==> src/rtl/amdemod_pkg.sv <==
// Shared constants and types for the AM demodulator tuning sequencer.
package amdemod_pkg;

  // Demod register map
  localparam logic [1:0] DM_GAIN    = 2'd0;
  localparam logic [1:0] DM_PLL     = 2'd1;
  localparam logic [1:0] DM_FILTER  = 2'd2;
  localparam logic [1:0] DM_LGCOEFF = 2'd3;

  localparam int unsigned FILTER_RESET_BIT = 31;
  localparam int unsigned DM_DW            = 32;

  // Host register map
  localparam logic [1:0] HR_CTRL      = 2'd0;
  localparam logic [1:0] HR_BASE_STEP = 2'd1;
  localparam logic [1:0] HR_STEP_INC  = 2'd2;
  localparam logic [1:0] HR_TIMEOUT   = 2'd3;

  typedef enum logic [3:0] {
    ST_IDLE    = 4'd0,
    ST_RST_FIL = 4'd1,
    ST_COEF    = 4'd2,
    ST_LGC     = 4'd3,
    ST_STEP    = 4'd4,
    ST_WAIT    = 4'd5,
    ST_LOCKED  = 4'd6,
    ST_FAIL    = 4'd7
  } seq_state_t;

  // One demod bus write
  typedef struct packed {
    logic [1:0]       addr;
    logic [DM_DW-1:0] data;
  } dm_wr_t;

endpackage

==> src/rtl/amdemod_bus_wr.sv <==
// Single-outstanding write master for the demod bus: holds stb until ack.
module amdemod_bus_wr
  import amdemod_pkg::*;
(
  input  logic             i_clk,
  input  logic             i_reset_n,
  input  logic             req,
  input  logic [1:0]       req_addr,
  input  logic [DM_DW-1:0] req_data,
  input  logic             ack,
  output logic             stb,
  output logic [1:0]       bus_addr,
  output logic [DM_DW-1:0] bus_data,
  output logic             done_c
);

  // Latch a request when idle; drop strobe on the acking cycle
  always_ff @(posedge i_clk or negedge i_reset_n) begin
    if (!i_reset_n) begin
      stb      <= 1'b0;
      bus_addr <= '0;
      bus_data <= '0;
    end else if (stb) begin
      if (ack) stb <= 1'b0;
    end else if (req) begin
      stb      <= 1'b1;
      bus_addr <= req_addr;
      bus_data <= req_data;
    end
  end

  // Acks with nothing outstanding never complete a write
  assign done_c = stb & ack;

endmodule

==> src/rtl/amdemod_tune_seq.sv <==
// Configuration sequencer: filter reload, PLL loop coefficient, step sweep until lock.
module amdemod_tune_seq
  import amdemod_pkg::*;
#(
  parameter int unsigned NCOEFFS   = 666,
  parameter int unsigned NSWEEP    = 16,
  parameter int unsigned LOCK_HOLD = 1024,
  parameter int unsigned PLL_PHASE = 20,
  localparam int unsigned CA = (NCOEFFS > 1) ? $clog2(NCOEFFS) : 1
)(
  input  logic          i_clk,
  input  logic          i_reset_n,
  input  logic          i_wb_cyc,
  input  logic          i_wb_stb,
  input  logic          i_wb_we,
  input  logic [1:0]    i_wb_addr,
  input  logic [31:0]   i_wb_data,
  input  logic [3:0]    i_wb_sel,
  output logic          o_wb_stall,
  output logic          o_wb_ack,
  output logic [31:0]   o_wb_data,
  output logic [CA-1:0] o_coef_addr,
  input  logic [15:0]   i_coef_data,
  output logic          o_dm_stb,
  output logic [1:0]    o_dm_addr,
  output logic [31:0]   o_dm_data,
  input  logic          i_dm_ack,
  input  logic          i_pll_locked,
  output logic          o_busy,
  output logic          o_locked
);

  localparam int unsigned SW = PLL_PHASE - 1;
  localparam int unsigned KW = (NSWEEP > 1) ? $clog2(NSWEEP) : 1;
  localparam int unsigned HW = $clog2(LOCK_HOLD + 1);
  localparam int unsigned PAD = 32 - PLL_PHASE;

  // Host-visible shadow registers
  logic [SW-1:0] base_step_r, step_inc_r;
  logic [31:0]   timeout_r;
  logic [4:0]    lgcoeff_r;

  // Sequencer state
  seq_state_t    state;
  logic [KW-1:0] k;
  logic [SW-1:0] step_acc, step_inc_a;
  logic [31:0]   timeout_a, timer;
  logic [HW-1:0] hold;
  logic          coef_wait, wr_issued, wr_req, abort_pend, fail_r;
  dm_wr_t        wr_pay;

  logic          wr_done_c, host_wr_c, start_c, abort_c, seq_idle_c;
  logic [31:0]   rd_mux_c, timer_nx_c;
  logic [HW-1:0] hold_nx_c;
  logic          unused_sel;

  assign o_wb_stall = 1'b0;
  assign unused_sel = ^i_wb_sel;

  assign host_wr_c  = i_wb_cyc & i_wb_stb & i_wb_we;
  assign abort_c    = host_wr_c & (i_wb_addr == HR_CTRL) & i_wb_data[1];
  assign start_c    = host_wr_c & (i_wb_addr == HR_CTRL) & i_wb_data[0] & ~i_wb_data[1];
  assign seq_idle_c = (state == ST_IDLE) | (state == ST_LOCKED) | (state == ST_FAIL);

  // Readback mux and WAIT-state counter increments
  always_comb begin
    rd_mux_c   = '0;
    timer_nx_c = timer + 32'd1;
    hold_nx_c  = i_pll_locked ? hold + HW'(1) : '0;
    case (i_wb_addr)
      HR_CTRL:      rd_mux_c = {16'h0, fail_r, o_locked, o_busy, 5'h0, state, 4'(k)};
      HR_BASE_STEP: rd_mux_c = 32'(base_step_r);
      HR_STEP_INC:  rd_mux_c = 32'(step_inc_r);
      default:      rd_mux_c = timeout_r;
    endcase
  end

  // Host register writes and single-cycle-latency acks
  always_ff @(posedge i_clk or negedge i_reset_n) begin
    if (!i_reset_n) begin
      base_step_r <= SW'(32'h0000_4000);
      step_inc_r  <= SW'(32'h0000_0400);
      timeout_r   <= 32'd1_000_000;
      lgcoeff_r   <= 5'd2;
      o_wb_ack    <= 1'b0;
      o_wb_data   <= '0;
    end else begin
      o_wb_ack <= i_wb_cyc & i_wb_stb;
      if (i_wb_cyc && i_wb_stb && !i_wb_we) o_wb_data <= rd_mux_c;
      if (host_wr_c) begin
        case (i_wb_addr)
          HR_CTRL:      lgcoeff_r   <= i_wb_data[12:8];
          HR_BASE_STEP: base_step_r <= SW'(i_wb_data);
          HR_STEP_INC:  step_inc_r  <= SW'(i_wb_data);
          default:      timeout_r   <= i_wb_data;
        endcase
      end
    end
  end

  // Sequencer FSM; abort drains any outstanding demod write before IDLE
  always_ff @(posedge i_clk or negedge i_reset_n) begin
    if (!i_reset_n) begin
      state       <= ST_IDLE;
      k           <= '0;
      step_acc    <= '0;
      step_inc_a  <= '0;
      timeout_a   <= 32'd1;
      timer       <= '0;
      hold        <= '0;
      coef_wait   <= 1'b0;
      wr_issued   <= 1'b0;
      wr_req      <= 1'b0;
      wr_pay      <= '0;
      abort_pend  <= 1'b0;
      fail_r      <= 1'b0;
      o_locked    <= 1'b0;
      o_busy      <= 1'b0;
      o_coef_addr <= '0;
    end else begin
      wr_req <= 1'b0;
      if (abort_c) begin
        abort_pend <= 1'b1;
        o_locked   <= 1'b0;
        fail_r     <= 1'b0;
      end
      if (abort_pend) begin
        if (!wr_issued || wr_done_c) begin
          state      <= ST_IDLE;
          abort_pend <= 1'b0;
          wr_issued  <= 1'b0;
          o_busy     <= 1'b0;
        end
      end else begin
        case (state)
          ST_RST_FIL: begin
            if (!wr_issued) begin
              wr_req      <= 1'b1;
              wr_pay.addr <= DM_FILTER;
              wr_pay.data <= 32'(1) << FILTER_RESET_BIT;
              wr_issued   <= 1'b1;
            end else if (wr_done_c) begin
              wr_issued   <= 1'b0;
              o_coef_addr <= '0;
              coef_wait   <= 1'b0;
              state       <= ST_COEF;
            end
          end
          ST_COEF: begin
            // Memory data lands one cycle after the address, so wait a cycle first
            if (!wr_issued) begin
              if (coef_wait) begin
                wr_req      <= 1'b1;
                wr_pay.addr <= DM_FILTER;
                wr_pay.data <= {16'h0, i_coef_data};
                wr_issued   <= 1'b1;
                coef_wait   <= 1'b0;
              end else begin
                coef_wait <= 1'b1;
              end
            end else if (wr_done_c) begin
              wr_issued <= 1'b0;
              if (o_coef_addr == CA'(NCOEFFS - 1)) state <= ST_LGC;
              else o_coef_addr <= o_coef_addr + CA'(1);
            end
          end
          ST_LGC: begin
            if (!wr_issued) begin
              wr_req      <= 1'b1;
              wr_pay.addr <= DM_LGCOEFF;
              wr_pay.data <= {27'h0, lgcoeff_r};
              wr_issued   <= 1'b1;
            end else if (wr_done_c) begin
              wr_issued <= 1'b0;
              state     <= ST_STEP;
            end
          end
          ST_STEP: begin
            if (!wr_issued) begin
              wr_req      <= 1'b1;
              wr_pay.addr <= DM_PLL;
              wr_pay.data <= {1'b0, step_acc, {PAD{1'b0}}};
              wr_issued   <= 1'b1;
            end else if (wr_done_c) begin
              wr_issued <= 1'b0;
              timer     <= '0;
              hold      <= '0;
              state     <= ST_WAIT;
            end
          end
          ST_WAIT: begin
            timer <= timer_nx_c;
            hold  <= hold_nx_c;
            // Lock takes priority over a simultaneous timeout
            if (hold_nx_c == HW'(LOCK_HOLD)) begin
              state    <= ST_LOCKED;
              o_locked <= 1'b1;
              o_busy   <= 1'b0;
            end else if (timer_nx_c == timeout_a) begin
              if (k == KW'(NSWEEP - 1)) begin
                state  <= ST_FAIL;
                fail_r <= 1'b1;
                o_busy <= 1'b0;
              end else begin
                k        <= k + KW'(1);
                step_acc <= step_acc + step_inc_a;
                state    <= ST_STEP;
              end
            end
          end
          default: ;
        endcase
        if (start_c && seq_idle_c) begin
          state       <= ST_RST_FIL;
          o_busy      <= 1'b1;
          o_locked    <= 1'b0;
          fail_r      <= 1'b0;
          k           <= '0;
          step_acc    <= base_step_r;
          step_inc_a  <= step_inc_r;
          timeout_a   <= (timeout_r == 32'd0) ? 32'd1 : timeout_r;
          o_coef_addr <= '0;
          coef_wait   <= 1'b0;
          wr_issued   <= 1'b0;
        end
      end
    end
  end

  amdemod_bus_wr u_bus_wr (
    .i_clk     (i_clk),
    .i_reset_n (i_reset_n),
    .req       (wr_req),
    .req_addr  (wr_pay.addr),
    .req_data  (wr_pay.data),
    .ack       (i_dm_ack),
    .stb       (o_dm_stb),
    .bus_addr  (o_dm_addr),
    .bus_data  (o_dm_data),
    .done_c    (wr_done_c)
  );

endmodule

==> config.mk <==
export PLATFORM = sky130hd
export DESIGN_NAME = amdemod_tune_seq
export DESIGN_NICKNAME = d
export VERILOG_FILES = /design/src/rtl/amdemod_pkg.sv /design/src/rtl/amdemod_bus_wr.sv /design/src/rtl/amdemod_tune_seq.sv
export SDC_FILE = /design/constraint.sdc
export NUM_CORES = 1
export LEC_CHECK = 0
export BUFFER_PORTS_ARGS = -buffer_cell sky130_fd_sc_hd__buf_4
export CAP_MARGIN = 30
export CORE_ASPECT_RATIO = 1.2
export CORE_MARGIN = 5
export CORE_UTILIZATION = 45
export CTS_CLUSTER_SIZE = 12
export DETAILED_ROUTE_END_ITERATION = 12
export GPL_TIMING_DRIVEN = 0
export HOLD_SLACK_MARGIN = 0.02
export SLEW_MARGIN = 10
export SYNTH_ARGS = -nofsm -noshare
export SYNTH_HDL_FRONTEND = slang
export SYNTH_SLANG_ARGS = --single-unit
==> constraint.sdc <==
create_clock -name i_clk -period 4.1 [get_ports i_clk]
set_clock_uncertainty 0.15 [all_clocks]
set_input_delay 0.41 -clock i_clk [delete_from_list [all_inputs] [get_ports i_clk]]
set_output_delay 0.41 -clock i_clk [all_outputs]
set_load 0.02 [all_outputs]
Yosys cells after proc, flatten, opt, wreduce, memory -nomap -nowiden

Cells that the tools add are included.

Register bits after elaboration: 315
Input port bits: 61
Output and inout bits: 81
Logic and storage cells: 208

$add $sub $neg: 5
Equality and inequality tests: 39
Muxes and demuxes: 90
Bitwise gates (word level): 13
Reductions and logical operators: 35

Operator list:

| cell                  | number |
|---|---|
| $mux 34               | 5 |
| $pmux 34 s4           | 1 |
| $mux 32               | 3 |
| $pmux 32 s3           | 1 |
| $mux 19               | 5 |
| $mux 4                | 19 |
| $pmux 32 s2           | 1 |
| $mux 10               | 6 |
| $mux 1                | 39 |
| $ne 4x4->1 const B    | 9 |
| $mux 11               | 3 |
| $add 32x1->32 const B | 1 |
| $eq 32x32->1          | 1 |
| $logic_not 32->1      | 1 |
| $pmux 11 s2           | 1 |
| $pmux 10 s2           | 1 |
| $pmux 4 s5            | 1 |
| $add 19x19->19        | 1 |
| $ne 3x3->1 const B    | 6 |
| $eq 4x3->1 const B    | 4 |
| $reduce_bool 4->1     | 4 |
| $ne 2x2->1 const B    | 7 |
| $reduce_and 2->1      | 7 |
| $reduce_and 7->1      | 2 |
| 29 further kinds      | 53 |

Logic depth before layout (Yosys ltp)

Gate-level depths: netlist (run 1).

Depth after elaboration: 11
Gate-level depth with buffers: 12
Gate-level depth less buffers: 12

By module

From an unflattened synthesis (run 1), not the netlist that was laid out.

Cells, all modules: 1498
Area total of the unflattened synthesis: 16054.1 µm²

Modules (own cells, without submodules):

| module           | instances | cells each | area each (µm²) | sequential area each (µm²) |
|---|---|---|---|---|
| amdemod_tune_seq | 1         | 1421       | 14591.5         | 6995.5 |
| amdemod_bus_wr   | 1         | 77         | 1462.7          | 875.8 |

Worst setup path after synthesis (run 1)

Ideal clock, no wire load.

Path kind: register to register
Start point: reg timer[0]
End point: reg step_acc[10]
Library setup time: 0.127 ns
Arrival time: 3.098 ns
Required time: 3.823 ns
Path slack: 0.725 ns
Cell stages (with the launch flop): 13
Buffers on the path: 2
Period minus slack after synthesis: 3.375 ns
Cells stage by stage: dfrtp_1 > ha_1 > nand4_2 > or4_1 > buf_2 > nor3_4 > xnor2_1 > a41o_1 > nor4_4 > nand3_4 > nand2_4 > buf_6 > mux2_1

Cells in the longest elaborated chain, start to end: 4

Ends and longest elaborated chain:

| item                               | line                    | RTL |
|---|---|---|
| start, declared                    | amdemod_tune_seq.sv:47  | `logic [31:0] timeout_a, timer;` |
| start signal, assigned             | amdemod_tune_seq.sv:192 | `timer <= timer_nx_c;` |
| $add 32x1->32                      | amdemod_tune_seq.sv:68  | `timer_nx_c = timer + 32'd1;` |
| $eq 32x32->1                       | amdemod_tune_seq.sv:199 | `end else if (timer_nx_c == timeout_a) begin` |
| $reduce_bool 2->1 (no source line) | --                      |  |
| $reduce_and 5->1 (no source line)  | --                      |  |
| end signal, assigned               | amdemod_tune_seq.sv:206 | `step_acc <= step_acc + step_inc_a;` |
| end signal, assigned               | amdemod_tune_seq.sv:219 | `step_acc <= base_step_r;` |
| end, declared                      | amdemod_tune_seq.sv:46  | `logic [SW-1:0] step_acc, step_inc_a;` |

Every way passes these cells.
A chain may end at the register's enable or synchronous reset.

Worst setup path after layout (run 1)

Start point: reg timer[1]
End point: reg step_acc[10]

The elaborated chain is that of the path after synthesis.

==> impl_metrics.yaml, run 1 <==
clock_tree:
  cts_max_level: 2
  clk_pin_slew_ns: 0.06
  clock-root-buffer: "clkbuf_16"
  cts_tree: "yes"
  clk_latency_ns: 0.53
  cts_buffers: 35
  cts_sinks: 314
  clockBufferDepth: 3
die:
  die_x_um: 181
  rows: 75
  die_h_um: 215
  initial_utilization_pct: 45.3
  dieArea_mm2: 0.0388
  io_pins: 142
  core_area_mm2: 0.0347
worst_setup_path:
  cp_max_fo: 10
  cp-start-kind: "flop"
  worstSetupPathType: "reg -> reg"
  cp.arrival_ns: 4.13
  r2r_slack_ns: 0.22
  worstPathRequired_ns: 4.35
  endpoint_kind: "flop"
synth:
  synth_xor_area_share_pct: 3.34
  synth_mux_area_share_pct: 12.2
  synth_cells: 1569
  synthesis.area_mm2: 0.0157
  synth_cell_type_count: 75
  synth.area.top_cells: "dfrtp_1 48%, mux2_2 10%, nand2_1 7.4%, o21ai_0 4.0%, nor2_1 2.1%"
  synth_compound_area_share_pct: 10.8
  yosys.area.top_type_share_pct: 48.2
  synth_adder_area_share_pct: 2.12
  synth_nets: 1656
  synth_ff_type: "dfrtp_1"
  synth_edf_count: 0
  avgSynthCellArea_um2: 10.0
  ys_ff_latch: 314
  synth_top_family_by_area: "simple AND/OR/NAND/NOR gates"
  synthArstFlopShare_pct: 100
  synthSimpleGateAreaFrac_pct: 18.6
  yosysSeqAreaShare_pct: 50.1
  yosys.area.top_type: "dfrtp_1"
  yosys_warnings: 0
global_routing:
  track_usage_pct: 23.0
  grt_overflow: 0
  use_met1_pct: 30.6
  grt_max_degree: 111
  grt_pass1_vias: 12600
  grt.met3_usage_pct: 2.94
  met2_usage_pct: 40.2
  grt_pass1_wl_um: 71700
  grt.busiest_layer: "met2"
  antenna_found_initial: 0
layout:
  ff_latch_area_mm2: 0.00787
  synthToLayoutAreaGrowth_pct: 21.1
  drive_gt1_share_pct: 21.2
  mostFrequentLayoutCells: "310 x nand2_1, 302 x dfrtp_1, 141 x buf_4, 139 x mux2_2, 126 x o21ai_0"
  multi_input_area_mm2: 0.00744
  mostFrequentLayoutCell: "nand2_1"
  fin_nets: 1885
  fin_util_pct: 54.8
  diodes: 0
  fillCellCount: 3159
power_and_ir_drop:
  power_mw: 8.27
  power_density_mw_per_mm2: 435
  ir_worst_vdd_uv: 314
  p_leak_nw: 8.91
routing:
  drt_first_pass_iters: 5
  drc: 0
  first_iter_violations: 775
  drt-vias-per-instance: 5.52
  routed_wl_um: 45300
  wl_per_cell_um: 19.8
  num_vias: 12600
  antenna_left: 0
sta:
  period_share_pct: 94.5
  worst_slew_pin_slew_ns: 0.840
  timing.slew.headroom_pct: 44.0
  slew_violations: 0
  hold_ws_ns: 0.0415
  hold_viol_final: 0
  finalSetupViolCount: 0
  layout_min_cycle_time_ns: 3.88
  rsz0062_at_grt: "no"
  max_freq_mhz: 258
placed_design:
  dpl.hpwl_um: 33000
  gp_congestion: 0.893
  port_buffers: 135
outcome:
  status: "complete, no violations"
job:
  drv_cap: 0
min_path:
  hold_path.class: "in -> reg"
Yosys cell counts (7+ instances only):
cell type  number
or3_1           7
a221oi_1       11
o31ai_1        20
dfrtp_1       303
inv_1          19
and3_1         23
dfstp_2        11
a31oi_1         9
xnor2_1        25
nor2_1         90
nand3_1        66
o21ai_0       126
mux2_2        139
xor2_1         35
mux4_2         10
nor2b_1         9
ha_1           25
nand2_1       310
nand4_1        29
clkbuf_1       67
buf_1          12
a21oi_1        45
mux2_1          7
nor4_1         16
nor3_1         16
a22oi_1        11
and4_1          7
buf_2           7
registers in the layout, summed over array words and instances, names as in the netlist, 2 cells and up:
register,count
wr_pay,34
o_wb_data,32
timeout_a,32
timeout_r,32
timer,32
u_bus_wr.bus_data,32
base_step_r,19
step_acc,19
step_inc_a,19
step_inc_r,19
hold,11
o_coef_addr,10
lgcoeff_r,5
k,4
state,3
u_bus_wr.bus_addr,2
per-stage QoR:
stage               setup TNS (ns)  setup slack [ns]  cell area (um^2)  std cells
finish                           0             0.224             19000       2284
global route                     0            0.0543             19000       2284
CTS                              0           0.00701             19000       2282
detailed placement          -0.576           -0.0851             17400       2171
global placement           -143.56            -0.495             17300       2166
floorplan                        0             0.725             15700       1569
worst max-delay path, cell delays in order (launching register included):
cell,delay [ns]
dfrtp_1,0.44
ha_2,0.33
nand4_4,0.17
nor4_1,0.74
nand3_1,0.15
o31ai_1,0.16
nand4_1,0.21
nor4_4,0.44
nand3_4,0.23
nand2_4,0.21
buf_6,0.20
mux2_1,0.33
logic make-up after synthesis:
| group | Yosys count |
|---|---|
| DFF | 314 |
| AOI/OAI and AO/OA | 276 |
| muxes | 161 |
| and+or+nand+nor | 620 |
| adders and majority gates | 26 |
| other | 1 |
| buffers and inverters | 111 |
| xor gates and xnor gates | 60 |
final cells by class:
type	instances	share of cell area [%]
Inverter	21	0.414
Timing Repair Buffer	192	8.42
Clock inverter	10	0.625
Buffer	90	1.92
Clock buffer	51	5.14
Sequential cell	314	41.4
Tap cell	462	3.04
Multi-Input combinational cell	1144	39.1
where the power goes:
| part | switching [mW] | total [mW] | internal, mW |
|---|---|---|---|
| clock network | 1.27 | 3.06 | 1.79 |
| registers | 0.367 | 3.89 | 3.52 |
| logic | 0.683 | 1.32 | 0.638 |
| total | 2.32 | 8.27 | 5.95 |
per-layer routing:
layer | share of wire (%) | vias to the layer above
met5 | 0 | -
met4 | 2.1 | 0
met3 | 3.6 | 65
met2 | 51 | 268
met1 | 43 | 6256
li1 | - | 6029
final timing paths:
| path | to | cells past startpoint | startpoint |
|---|---|---|---|
| min reg2reg | wr_pay[6] | 2 | wr_pay[6] |
| max reg2reg | step_acc[10] | 11 | timer[1] |
| max | step_acc[10] | 11 | timer[1] |
| max in group asynchronous | u_bus_wr.bus_data[20] | 4 | i_reset_n |
| min in group asynchronous | o_coef_addr[9] | 2 | i_reset_n |
| min | timeout_r[9] | 2 | i_wb_data[9] |
repair_timing:
item	in CTS	in global routing
setup endpoints to repair	7	12
endpoints found under the hold margin	174	5
pin swaps	1	1
setup buffers	4	0
hold buffers	46	2
gates resized for setup	0	6
gates cloned	0	0
No activity file was read; power rests on OpenSTA's default activity.
==> inputs of run 2 (changes only) <==
- SLEW_MARGIN: 10 -> 20
- SYNTH_HIERARCHICAL: default -> 1
==> run 2 against run 1 <==
Clock power rose by 6%. Hold slack got worse by 0.016 ns. Synthesized area rose by 2.1%. Cell count fell by 3.1%. Via count fell by 1.1%. Sequential share of layout area fell by 1.1 points. Critical endpoint is now step_acc[15]. Critical path type unchanged. Largest power group unchanged. Die area rose by 2.0%. First-iteration DRC count rose by 2.6%. Setup slack got worse by 0.051 ns.
==> impl_metrics.yaml, run 2 <==
clock_tree:
  cts_tree: "yes"
  clockBufferDepth: 3
  cts_max_level: 2
  clk_pin_slew_ns: 0.06
  cts_sinks: 314
  clock-root-buffer: "clkbuf_16"
  clk_latency_ns: 0.54
  cts_buffers: 36
die:
  initial_utilization_pct: 45.7
  core_area_mm2: 0.0351
  die_h_um: 217
  io_pins: 142
  die_x_um: 182
  dieArea_mm2: 0.0396
  rows: 75
worst_setup_path:
  r2r_slack_ns: 0.17
  endpoint_kind: "flop"
  worstSetupPathType: "reg -> reg"
  cp.arrival_ns: 4.20
  worstPathRequired_ns: 4.38
  cp_max_fo: 10
  cp-start-kind: "flop"
synth:
  synth_edf_count: 0
  yosys_warnings: 6
  avgSynthCellArea_um2: 10.7
  yosys.area.top_type_share_pct: 47.2
  synthArstFlopShare_pct: 100
  synthesis.area_mm2: 0.0161
  yosys.area.top_type: "dfrtp_1"
  synth_ff_type: "dfrtp_1"
  yosys-top-cells-count: "303 x dfrtp_1, 170 x nand2_1, 160 x mux2_2"
  ys_ff_latch: 314
  synth.area.top_cells: "dfrtp_1 47%, mux2_2 11%, nand2_1 4.0%, o21ai_0 3.5%, mux2_4 3.3%"
  synth_nets: 1585
  synth_cell_type_count: 80
  yosysMostFrequentCell: "dfrtp_1"
  yosysSeqAreaShare_pct: 49.0
  synth_cells: 1498
sta:
  hold_viol_final: 0
  timing.slew.headroom_pct: 39.1
  hold_ws_ns: 0.0260
  layout_min_cycle_time_ns: 3.93
  period_share_pct: 95.8
  fin_ws_ns: 0.172
  worst_slew_pin_slew_ns: 0.913
  slew_violations: 0
  max_freq_mhz: 255
  finalSetupViolCount: 0
  rsz0062_at_grt: "no"
routing:
  routed_wl_um: 46400
  wl_per_cell_um: 21.0
  antenna_left: 0
  drc: 0
  num_vias: 12500
  first_iter_violations: 795
  drt-vias-per-instance: 5.64
  drt_first_pass_iters: 5
layout:
  mostFrequentLayoutCells: "303 x dfrtp_1, 170 x nand2_1, 160 x mux2_2, 146 x buf_4, 112 x o21ai_0"
  fin_util_pct: 55.7
  largest_register_ffs: 34
  synthToLayoutAreaGrowth_pct: 21.9
  mostFrequentLayoutCell: "dfrtp_1"
  fin_nets: 1814
  final_area_mm2: 0.0196
  drive_gt1_share_pct: 26.5
  diodes: 0
  top_register: "wr_pay"
outcome:
  status: "complete, no violations"
placed_design:
  placed_area_mm2: 0.0178
  gp_congestion: 0.901
  dp_slack_ns: -0.494
  dpl.hpwl_um: 34100
  port_buffers: 136
power_and_ir_drop:
  p_leak_nw: 8.93
  power_density_mw_per_mm2: 591
  power_mw: 11.6
  ir_worst_vdd_uv: 360
global_routing:
  grt_max_degree: 99
  antenna_found_initial: 2
  grt_overflow: 0
  grt_pass1_wl_um: 73100
  grt_pass1_vias: 12700
  track_usage_pct: 23.3
min_path:
  hold_path.class: "in -> reg"
job:
  drv_cap: 0
## run 2: worst paths after layout
check / start / end / cells after the start
max reg2reg: timer[13] / step_acc[15] / 10
max: timer[13] / step_acc[15] / 10
max in group asynchronous: i_reset_n / timer[26] / 3
min in group asynchronous: i_reset_n / u_bus_wr/bus_data[26] / 2
min: i_coef_data[12] / wr_pay[12] / 3
min reg2reg: wr_pay[24] / wr_pay[24] / 2
## run 2: what timing repair did
action,in CTS,in global routing
endpoints found under the hold margin,139,0
resized for setup,9,11
hold buffers,45,0
pin swaps,3,4
setup buffers,4,2
setup endpoints to repair,26,20
## run 2: critical path: stages (launching register included)
cell and delay (ns):
dfrtp_1 0.32, buf_2 0.22, nand4_1 0.41, nor4_4 0.43
a21oi_1 0.21, or4b_1 0.54, or4_4 0.46, nor4_4 0.39
nor2_4 0.14, buf_6 0.21, mux2_4 0.31
## run 2: layer usage
layer | track usage [%] | part of all wire [%] | vias to the layer above
met5 | 0 | 0 | -
met4 | 7.28 | 2.9 | 0
met3 | 4.18 | 5.4 | 69
met2 | 38.7 | 48 | 338
met1 | 31.1 | 43 | 6196
li1 | - | - | 5880
## run 2: cell type report
class                   count  area [um^2]
fillers                  3130        15500
flip-flops and latches    314         7870
multi-input cells        1065         7760
repair buffers            191         1610
clock buffers              56         1110
well taps                 462          578
plain buffers              94          448
inverters                  25         93.8
clock inverters             7         92.6
## run 2: logic make-up (layout without fill, tap and decap cells)
family | Yosys count | count (layout) | share of synthesized area, %
compound gates | 273 | 273 | 10.7
xor+xnor | 62 | 62 | 3.38
fa+ha+maj | 26 | 26 | 2.07
buf+inv | 119 | 373 | 3.37
flops | 314 | 314 | 49.0
mux | 213 | 213 | 16.4
other cells | 1 | 1 | 0.0234
simple gates | 490 | 490 | 15.0
## run 2: power by group
group          switching (mW)  internal (mW)  total [mW]
Clock                    1.32           1.93        3.25
Sequential              0.644           3.84        4.48
Combinational            2.18           1.64        3.82
## run 2: metrics by stage
step / instances / TNS, ns
3_5_place_dp: 2100 / -8.09
5_1_grt: 2214 / 0
4_1_cts: 2212 / 0
6_report: 2214 / 0
2_1_floorplan: 1498 / 0
3_3_place_gp: 2096 / -158.47
==> inputs of run 3 (changes only) <==
- CORE_MARGIN: 5 -> 3
- CORE_UTILIZATION: 45 -> 35
- PLACE_DENSITY: default -> 0.63
==> run 3 against run 2 <==
Global-route usage decreased by 3.9 points. Clock-buffer cell count is 2 lower. Utilization shrank 12 points. Routed wire length increased by 1.2%. Largest cell class unchanged. Die area grew 23%. Cell count rose by 7.2%. Setup slack better by 0.021 ns. Register-to-register slack improved by 0.02 ns. Sequential power about the same. Non-clock buffer count increased by 12. Largest power group unchanged. Sequential share of layout area down 0.40 points.
==> impl_metrics.yaml, run 3 (synthesis results as in run 2) <==
worst_setup_path:
  startpoint: "timer[1]"
  cp.arrival_ns: 4.18
  rr_worst_depth: 14
  cp-start-kind: "flop"
  worstPathRequired_ns: 4.37
  worstSetupPathType: "reg -> reg"
  worstReg2RegEnd: "step_acc[13]"
  r2r_slack_ns: 0.19
  r2r_start: "timer[1]"
  cp_max_fo: 10
  endpoint_kind: "flop"
power_and_ir_drop:
  p_seq_share_pct: 39.2
  power_density_mw_per_mm2: 578
  ir_worst_vdd_uv: 343
  internal_power_mw: 7.28
  switching_power_mw: 4.15
  p_leak_nw: 8.94
  swShare_pct: 36.3
  clockPowerShare_pct: 27.4
  power_frac_comb_pct: 33.4
die:
  die_h_um: 241
  initial_utilization_pct: 35.6
  die_x_um: 202
  core_area_mm2: 0.0451
  rows: 85
  dieArea_mm2: 0.0485
  io_pins: 142
job:
  drv_cap: 0
global_routing:
  track_usage_pct: 19.4
  grt_max_degree: 93
  grt_pass1_vias: 12900
  antenna_found_initial: 0
  grt_overflow: 0
  grt_pass1_wl_um: 74900
routing:
  drt_first_pass_iters: 5
  antenna_left: 0
  drc: 0
  wl_per_cell_um: 19.8
  drt-vias-per-instance: 5.35
  first_iter_violations: 863
  num_vias: 12700
  routed_wl_um: 47000
sta:
  period_share_pct: 95.3
  max_freq_mhz: 256
  slew_violations: 0
  timing.slew.headroom_pct: 40.5
  fin_ws_ns: 0.193
  finalSetupViolCount: 0
  layout_min_cycle_time_ns: 3.91
  hold_viol_final: 0
  worst_slew_pin_slew_ns: 0.870
  rsz0062_at_grt: "no"
placed_design:
  dpl.hpwl_um: 34500
  place_inst: 2247
  port_buffers: 136
  placed_area_mm2: 0.0179
  dp_slack_ns: -0.437
  gp_congestion: 0.904
layout:
  fin_nets: 1827
  diodes: 0
  synthToLayoutAreaGrowth_pct: 23.1
  largest_register_ffs: 34
  drive_gt1_share_pct: 26.3
  layout.cells.non_filler: 2374
  multi_input_area_mm2: 0.00774
  mostFrequentLayoutCells: "302 x dfrtp_1, 170 x nand2_1, 160 x mux2_2, 150 x buf_4, 112 x o21ai_0"
  mostFrequentLayoutCell: "dfrtp_1"
  final_area_mm2: 0.0198
  ff_latch_area_mm2: 0.00787
  top_register: "wr_pay"
  fillCellCount: 4289
min_path:
  hold_path.class: "in -> reg"
  hold_path_end: "u_bus_wr/stb"
  hold-path-cell-count: 3
  hold_start: "i_dm_ack"
clock_tree:
  clk_latency_ns: 0.56
  clock-root-buffer: "clkbuf_16"
  cts_sinks: 314
  clockBufferDepth: 3
  cts_tree: "yes"
  clk_pin_slew_ns: 0.06
  cts_max_level: 2
  cts_buffers: 37
outcome:
  status: "complete, no violations"
run 3: power groups by stage:
stage	sequential [mW]	clock, mW	combinational, mW
6_report	4.48	3.13	3.82
5_1_grt	4.58	3.34	4.21
4_1_cts	4.47	3.20	3.81
3_5_place_dp	4.51	0	3.74
3_3_place_gp	4.48	0	3.66
2_1_floorplan	4.50	0	2.40
run 3: final cells by class:
class / instances / share of cell area (%)
plain buffers: 93 / 2.26
clock buffers: 54 / 5.16
clock inverters: 10 / 0.513
inverters: 25 / 0.475
multi-input cells: 1065 / 39.2
flip-flops and latches: 314 / 39.8
well taps: 609 / 3.86
repair buffers: 204 / 8.72
run 3: worst max path at each step:
stage	to	slack, ns	depth (start not counted)
finish	step_acc[13]	0.19	14
global route	step_acc[13]	0.009	13
global placement	step_acc[12]	-0.71	11
CTS	step_acc[13]	0.06	13
detailed placement	step_acc[13]	-0.44	12
floorplan	step_acc[10]	0.55	12
run 3: stage by stage:
step	hold WS (ns)	util, %	setup TNS (ns)	total power, mW
floorplan	-0.0356	-	0	6.90
global placement	0.303	39.6	-171.07	8.14
detailed placement	0.235	39.8	-15.86	8.25
CTS	0.100	43.7	0	11.5
global route	0.147	43.8	0	12.1
finish	0.135	43.8	0	11.4
run 3: worst max-delay path: stages (launching register included):
cell	delay (ns)
dfrtp_1	0.41
ha_2	0.28
nand4_1	0.11
buf_4	0.19
nor4_4	0.28
buf_2	0.22
a31oi_1	0.16
a2111oi_1	0.40
and4b_1	0.25
nand4_1	0.28
nor4_4	0.28
buf_4	0.17
nor2_4	0.06
buf_6	0.21
mux2_4	0.31
run 3: per-layer routing:
metal | track usage (%) | up-vias | part of all wire, %
met4 | 5.56 | 0 | 2.3
met1 | 26.9 | 6361 | 46
met3 | 2.93 | 60 | 4.8
met5 | 0 | - | 0
met2 | 31.9 | 364 | 47
li1 | - | 5905 | -
run 3: repair_timing:
action | CTS | global route
hold buffers | 52 | 0
endpoints found under the hold margin | 147 | 0
buffers inserted | 6 | 5
pin swaps | 4 | 4
endpoints found under the setup margin | 26 | 12
resized for setup | 15 | 5
